## src/rtl/if_stage_if.sv

```systemverilog
// Instruction-memory bus between the fetch stage and instruction memory.
//   imem_addr : word index driven by the fetch stage (ADDR_W bits)
//   imem_data : instruction word returned combinationally by the memory
// Modports:
//   master : fetch-stage side (drives imem_addr, receives imem_data)
//   slave  : memory side (receives imem_addr, drives imem_data)
interface if_stage_if #(
    parameter int ADDR_W = 16
);
    logic [ADDR_W-1:0] imem_addr;
    logic [31:0]       imem_data;

    modport master (
        output imem_addr,
        input  imem_data
    );

    modport slave (
        input  imem_addr,
        output imem_data
    );
endinterface

```

## src/rtl/if_stage.sv

```systemverilog
// Instruction-fetch stage of a 5-stage MIPS pipeline.
// Holds the fetch PC, addresses instruction memory with the word index of the
// PC, latches the returned instruction and PC+4 into the IF/ID register, and
// counts fetched instructions and bubble cycles.
// Ports:
//   clk            clock, rising-edge active
//   rst            asynchronous active-high reset
//   stall          hold PC and IF/ID this cycle
//   branch_taken   redirect PC to branch_target and flush IF/ID (beats stall)
//   branch_target  byte address of the redirect target
//   imem           instruction-memory bus (master): imem_addr out, imem_data in
//   pc             current fetch PC (byte address)
//   if_id_inst     IF/ID instruction, 0 (NOP) when not valid
//   if_id_pc4      IF/ID PC+4 of the latched instruction
//   if_id_valid    IF/ID holds a real fetched instruction
//   fetch_cnt      saturating count of instructions latched into IF/ID
//   bubble_cnt     saturating count of stalled or flushed cycles
module if_stage #(
    parameter int ADDR_W = 16,
    parameter int CNT_W  = 16
) (
    input  logic             clk,
    input  logic             rst,
    input  logic             stall,
    input  logic             branch_taken,
    input  logic [31:0]      branch_target,
    if_stage_if.master       imem,
    output logic [31:0]      pc,
    output logic [31:0]      if_id_inst,
    output logic [31:0]      if_id_pc4,
    output logic             if_id_valid,
    output logic [CNT_W-1:0] fetch_cnt,
    output logic [CNT_W-1:0] bubble_cnt
);

    logic [31:0]      pc_q,          pc_d;
    logic [31:0]      if_id_inst_q,  if_id_inst_d;
    logic [31:0]      if_id_pc4_q,   if_id_pc4_d;
    logic             if_id_valid_q, if_id_valid_d;
    logic [CNT_W-1:0] fetch_cnt_q,   fetch_cnt_d;
    logic [CNT_W-1:0] bubble_cnt_q,  bubble_cnt_d;

    logic [31:0]      pc_plus4;
    logic [CNT_W-1:0] fetch_cnt_inc;
    logic [CNT_W-1:0] bubble_cnt_inc;

    // Only the word-index bits of the PC reach memory; upper bits are ignored,
    // so the memory index wraps naturally after the last word.
    assign imem.imem_addr = pc_q[ADDR_W+1:2];

    assign pc_plus4 = pc_q + 32'd4;

    // Saturating increments: hold at all-ones rather than wrap.
    assign fetch_cnt_inc  = (fetch_cnt_q  == '1) ? fetch_cnt_q  : fetch_cnt_q  + CNT_W'(1);
    assign bubble_cnt_inc = (bubble_cnt_q == '1) ? bubble_cnt_q : bubble_cnt_q + CNT_W'(1);

    always_comb begin
        pc_d          = pc_q;
        if_id_inst_d  = if_id_inst_q;
        if_id_pc4_d   = if_id_pc4_q;
        if_id_valid_d = if_id_valid_q;
        fetch_cnt_d   = fetch_cnt_q;
        bubble_cnt_d  = bubble_cnt_q;

        if (branch_taken) begin
            // Redirect: word-align the target and squash the IF/ID entry.
            pc_d          = branch_target & ~32'h3;
            if_id_inst_d  = '0;
            if_id_pc4_d   = '0;
            if_id_valid_d = 1'b0;
            bubble_cnt_d  = bubble_cnt_inc;
        end else if (stall) begin
            bubble_cnt_d  = bubble_cnt_inc;
        end else begin
            if_id_inst_d  = imem.imem_data;
            if_id_pc4_d   = pc_plus4;
            if_id_valid_d = 1'b1;
            pc_d          = pc_plus4;
            fetch_cnt_d   = fetch_cnt_inc;
        end
    end

    always_ff @(posedge clk or posedge rst) begin
        if (rst) begin
            pc_q          <= '0;
            if_id_inst_q  <= '0;
            if_id_pc4_q   <= '0;
            if_id_valid_q <= 1'b0;
            fetch_cnt_q   <= '0;
            bubble_cnt_q  <= '0;
        end else begin
            pc_q          <= pc_d;
            if_id_inst_q  <= if_id_inst_d;
            if_id_pc4_q   <= if_id_pc4_d;
            if_id_valid_q <= if_id_valid_d;
            fetch_cnt_q   <= fetch_cnt_d;
            bubble_cnt_q  <= bubble_cnt_d;
        end
    end

    assign pc          = pc_q;
    assign if_id_inst  = if_id_inst_q;
    assign if_id_pc4   = if_id_pc4_q;
    assign if_id_valid = if_id_valid_q;
    assign fetch_cnt   = fetch_cnt_q;
    assign bubble_cnt  = bubble_cnt_q;

endmodule
```

## src/flat_wrapper.sv

```systemverilog
// flat-port wrapper written by rule: the top's interface ports become plain ports
module if_stage_flat 
#(
    parameter int ADDR_W = 16,
    parameter int CNT_W  = 16
)
  (clk, rst, stall, branch_taken, branch_target, pc, if_id_inst, if_id_pc4, if_id_valid, fetch_cnt, bubble_cnt, imem_imem_addr, imem_imem_data);
  if_stage_if #(.ADDR_W(ADDR_W)) imem_i ();
  input  logic clk;
  input  logic rst;
  input  logic stall;
  input  logic branch_taken;
  input  logic [31:0] branch_target;
  output logic [31:0] pc;
  output logic [31:0] if_id_inst;
  output logic [31:0] if_id_pc4;
  output logic if_id_valid;
  output logic [CNT_W-1:0] fetch_cnt;
  output logic [CNT_W-1:0] bubble_cnt;
  output wire logic [$bits(imem_i.imem_addr)-1:0] imem_imem_addr;
  input wire logic [$bits(imem_i.imem_data)-1:0] imem_imem_data;
  assign imem_imem_addr = imem_i.imem_addr;
  assign imem_i.imem_data = imem_imem_data;
  if_stage #(.ADDR_W(ADDR_W), .CNT_W(CNT_W)) u_core (.clk(clk), .rst(rst), .stall(stall), .branch_taken(branch_taken), .branch_target(branch_target), .imem(imem_i), .pc(pc), .if_id_inst(if_id_inst), .if_id_pc4(if_id_pc4), .if_id_valid(if_id_valid), .fetch_cnt(fetch_cnt), .bubble_cnt(bubble_cnt));
endmodule
```

## config.mk

```make
export PLATFORM = sky130hd
export DESIGN_NAME = if_stage_flat
export DESIGN_NICKNAME = d
export VERILOG_FILES = /design/src/rtl/if_stage_if.sv /design/src/rtl/if_stage.sv /design/src/flat_wrapper.sv
export SDC_FILE = /design/constraint.sdc
export NUM_CORES = 1
export LEC_CHECK = 0
export ABC_AREA = 1
export BUFFER_PORTS_ARGS = -buffer_cell sky130_fd_sc_hd__buf_2
export CELL_PAD_IN_SITES_DETAIL_PLACEMENT = 0
export CELL_PAD_IN_SITES_GLOBAL_PLACEMENT = 2
export CORE_ASPECT_RATIO = 1.25
export CORE_MARGIN = 5
export CORE_UTILIZATION = 28
export DETAILED_ROUTE_END_ITERATION = 10
export GPL_TIMING_DRIVEN = 0
export PLACE_DENSITY_LB_ADDON = 0.15
export REMOVE_ABC_BUFFERS = 1
export SLEW_MARGIN = 5
export SYNTH_ARGS = -nofsm -noshare
export SYNTH_HDL_FRONTEND = slang
export SYNTH_SLANG_ARGS = --single-unit
```

## constraint.sdc

```tcl
create_clock -name clk -period 4.2 [get_ports clk]
set_input_delay 0 -clock clk [delete_from_list [all_inputs] [get_ports clk]]
set_output_delay 0 -clock clk [all_outputs]
set_load 0.02 [all_outputs]
```

# Word level (Yosys, flattened, before mapping)

Index checks and enable logic that the tools add are counted.

Add/subtract/negate cells: 3
$mul: 0
Divide/modulo/power cells: 0
$lt $le $gt $ge: 0
Equality and inequality tests: 3
Shifts and indexed selects: 0
Mux-type cells: 10
Bitwise logic cells: 3
Reduce and logical (&&, ||, !) cells: 2

Operators with widths:

| cell                                                             | number |
|---|---|
| 32-bit two-way mux                                               | 5 |
| 16-bit two-way mux                                               | 3 |
| 16-bit by 1-bit adder with 16-bit output (second input constant) | 2 |
| 32-bit by 3-bit adder with 32-bit output (second input constant) | 1 |
| 16-bit equality test (second input constant)                     | 2 |
| 1-bit NOT                                                        | 3 |
| 3-bit AND reduction                                              | 1 |
| 1-bit two-way mux                                                | 2 |
| 2-bit by 1-bit != test with 1-bit output (second input constant) | 1 |
| 2-bit nonzero test                                               | 1 |

Bits in registers: 129
Latch bits: 0
RAM bits: 0
ROM bits: 0
Input bits: 68
Output and inout bits: 145
Memories kept: 0

# Longest topological paths before layout

Word-level depth: 4
Mapped depth: 10
Depth with buffers taken out: 10

# Worst setup path before layout

OpenSTA, ideal clock, no wires.

Path type: flip-flop to flip-flop
Start point: register u_core.bubble_cnt_q[1], in the netlist u_core.bubble_cnt[1]
End point: register u_core.bubble_cnt_q[15], in the netlist u_core.bubble_cnt[15]
Data arrival time: 1,538 ps
Required time: 4,084 ps
Path slack: 2,545 ps
Stages on the path, launching flop included: 10
Path through: dfrtp_1 ha_1 nand3_2 nor2_2 nand3b_1 nand2_4 inv_2 buf_6 nand2_1 nand2_1

Longest elaborated chain between the ends: 4
Elaborated cells on any way between the ends: 5
Classes of those cells: add/sub: 1; eq/ne: 1; mux: 3

RTL lines:

| item                                                                                    | RTL line       | RTL |
|---|---|---|
| start: declaration                                                                      | if_stage.sv:41 | `logic [CNT_W-1:0] bubble_cnt_q, bubble_cnt_d;` |
| start signal: assignment                                                                | if_stage.sv:97 | `bubble_cnt_q <= bubble_cnt_d;` |
| 16-bit by 1-bit adder with 16-bit output / 16-bit equality test (equally long branches) | if_stage.sv:55 | `assign bubble_cnt_inc = (bubble_cnt_q == '1) ? bubble_cnt_q : bubble_cnt_q + CNT_W'(1);` |
| 16-bit two-way mux (*)                                                                  | if_stage.sv:55 |  |
| 16-bit two-way mux                                                                      | if_stage.sv:72 | `end else if (stall) begin` |
| 16-bit two-way mux (*)                                                                  | if_stage.sv:65 | `if (branch_taken) begin` |

Every way passes the cells marked *; elsewhere a longest branch is shown, timed or not. The select of a mux whose other input is x is not followed.
A chain may end at the register's enable or synchronous reset.

# Worst setup path after layout

Start point: input stall
End point: register u_core.fetch_cnt_q[0], in the netlist u_core.fetch_cnt[0]

Longest elaborated chain between the ends: 2

RTL lines:

| item                                 | RTL line           | RTL |
|---|---|---|
| start: declaration                   | flat_wrapper.sv:11 | `input logic stall;` |
| 1-bit NOT (no source line)           | n/a                |  |
| 3-bit AND reduction (no source line) | n/a                |  |
| end signal: assignment               | if_stage.sv:96     | `fetch_cnt_q <= fetch_cnt_d;` |
| end: declaration                     | if_stage.sv:40     | `logic [CNT_W-1:0] fetch_cnt_q, fetch_cnt_d;` |

Every way passes these cells.

==> flow_summary.json <==
{
  "status": "completed",
  "clock-sinks": 126,
  "slowest_delay_ps": 550,
  "place_hpwl_um": 15100,
  "cts_tree": "done",
  "clk_latency_ps": 420,
  "drt_first_pass_iters": 4,
  "multiInputGateArea_mm2": 0.00278,
  "cts_buffer_depth": 2,
  "regArea_mm2": 0.00315,
  "wl_per_cell_um": 15.4,
  "rows": 62,
  "met3_usage": 0.0350,
  "avgSynthCellArea_um2": 7.88,
  "rsz0062_at_grt": "no",
  "first_global_vias": 6385,
  "layout_worst_path_cycle_share": 0.478,
  "fmaxAchievable_mhz": 498,
  "ir_drop_mv": 0.220,
  "drive_above_1_share": 0.250,
  "syn_to_final_growth_pct": 38.2,
  "ys_types": 33,
  "synth_warnings": 0,
  "slew_headroom": 0.480,
  "n_antenna_cell": 0,
  "critPathBufInv": 5,
  "grt_overflow": 0,
  "grt_pass1_wl_um": 34700,
  "hold_path_class": "in2reg",
  "drt_wl_total_um": 21200,
  "layout_common_cells": "nand2_1, buf_2, dfrtp_1",
  "worst-setup-path-type": "in2reg",
  "p_clk_frac": 0.396,
  "seq_area_frac_synth": 0.489,
  "drc": 0,
  "fillCellCount": 2431,
  "hold_viol": 0,
  "die_width_um": 146,
  "setup_violations": 0,
  "drv_cap": 0,
  "cts-buffers-inserted": 17,
  "worstMarginPinSlew_ps": 780,
  "coreArea_mm2": 0.0228,
  "antenna_found_initial": 0,
  "drt_iter0_markers": 207,
  "crit_chain": "dlygate4sd3_1 > buf_2 > nor2_4 > buf_16 > buf_12 > inv_2 > nor2_2 > nand2_1 > nand2_1",
  "arrival_ps": 2360,
  "drt-vias-per-instance": 4.41,
  "cp_common_cell": "nand2_1",
  "cpLargestDelayFamily": "buffers and inverters",
  "skew_ps": 9.54,
  "pwr-share-comb": 0.199,
  "clkTransAtPathRegs_ps": 60,
  "p_seq_frac": 0.405,
  "slew_violations": 0,
  "use_met2": 0.286,
  "p_int_mw": 2.42,
  "power_density_mw_per_mm2": 407,
  "start_util": 0.283,
  "dieHeight_um": 180,
  "clockRootBuffer": "clkbuf_16",
  "cts_resized": 0,
  "worstPathRequired_ps": 4550,
  "startpoint_type": "primary input",
  "dieArea_mm2": 0.0262,
  "synth_area_mm2": 0.00645,
  "cellLeakagePower_nw": 4.73,
  "cts_htree_levels": 4,
  "end_kind": "register",
  "p_sw_frac": 0.331,
  "cp_max_fo": 27,
  "top_usage_layer": "met2",
  "period_needed_ps": 2010,
  "drtAntennaViolNets": 0,
  "timing.hold.ws_ps": 179,
  "switchingPower_mw": 1.20,
  "grt.total_usage": 0.163,
  "ys_ff_latch": 126,
  "gp_congestion": 0.741,
  "met1_usage": 0.204,
  "io_pins": 213,
  "finalNetCount": 1144,
  "slowest_stage": "dlygate4sd3_1",
  "syn_inst": 818,
  "layout_commonest_cell": "nand2_1",
  "grt_start_max_net_pins": 68,
  "power_mw": 3.62,
  "vias": 6059,
  "port_buffers": 208
}
cell type report:
class                   instances  share of cell area
clock buffers                  17              0.0477
clock inverters                15              0.0157
inverters                      68              0.0292
multi-input cells             583               0.312
flip-flops and latches        126               0.354
well taps                     288              0.0404
repair buffers                277               0.202
per-stage QoR:
stage          TNS (ps)  instance area (um2)  setup slack, ps  utilization  std cells
2_1_floorplan         0                 6180              844            -        777
3_3_place_gp    -294230                 7580            -2910        0.332       1273
4_1_cts               0                 8910             2140        0.391       1374
5_1_grt               0                 8910             2020        0.391       1374
3_5_place_dp          0                 7710             1850        0.338       1278
6_report              0                 8910             2190        0.391       1374
cell usage after synthesis (all sizes together):
library cell | number | area [um2]
nor2 | 75 | 324
xor2 | 11 | 96.3
o21ai | 23 | 126
nand2 | 339 | 1280
and2 | 1 | 6.26
nand3 | 54 | 285
a21oi | 5 | 25.0
buf | 34 | 243
o221ai | 1 | 8.76
xnor2 | 13 | 114
inv | 68 | 255
nand4 | 6 | 37.5
dfrtp | 126 | 3150
o21bai | 5 | 37.5
ha | 3 | 37.5
o211ai | 5 | 37.5
nor3b | 1 | 7.51
or2 | 1 | 6.26
clkbuf | 8 | 30.0
nor3 | 4 | 31.3
nand3b | 1 | 7.51
conb | 1 | 3.75
a22o | 33 | 289
routing by layer:
metal  up-vias  wire (um)
met4         0        199
met3        12        903
met1      2834       9200
met5         -          0
met2       130      10900
li1       3083          -
worst paths after layout:
| path | startpoint | to | slack (ps) | cells past startpoint |
|---|---|---|---|---|
| max | stall | u_core.fetch_cnt[0]$_DFFE_PP0P_ | 2190 | 9 |
| min | branch_taken | u_core.if_id_valid$_DFFE_PP0N_ | 180 | 2 |
| max reg2reg | u_core.pc[3]$_DFFE_PP0N_ | u_core.pc[20]$_DFFE_PP0N_ | 2380 | 8 |
| min reg2reg | u_core.if_id_pc4[3]$_DFFE_PP0N_ | u_core.if_id_pc4[3]$_DFFE_PP0N_ | 470 | 2 |
| max in group asynchronous | rst | u_core.pc[17]$_DFFE_PP0N_ | 3170 | 4 |
| min in group asynchronous | rst | u_core.bubble_cnt[9]$_DFFE_PP0P_ | 250 | 3 |
power groups by stage:
stage / sequential [mW] / clock, mW / combinational [mW]
after floorplan: 1.62 / 0 / 0.261
final: 1.47 / 1.44 / 0.721
after global routing: 1.49 / 1.55 / 0.807
after detailed placement: 1.49 / 0 / 0.689
after global placement: 1.49 / 0 / 0.675
after CTS: 1.47 / 1.49 / 0.739
logic make-up after synthesis:
group	synth area share
fa+ha+maj	0.00582
flops	0.489
xor+xnor	0.0326
other cells	0.000582
compound gates	0.0813
buf+inv	0.0819
simple gates	0.309
repair_timing:
item                                   in CTS  in global routing
buffers inserted                            0                  0
hold buffers                               64                  0
endpoints found under the hold margin     129                  0
flip-flops by register name, summed over array words and instances, names as in the netlist:
signal,count
u_core.if_id_pc4,31
u_core.if_id_valid,1
u_core.bubble_cnt,16
u_core.fetch_cnt,16
u_core.pc,30
u_core.if_id_inst,32
No activity file was read; power rests on OpenSTA's default activity.
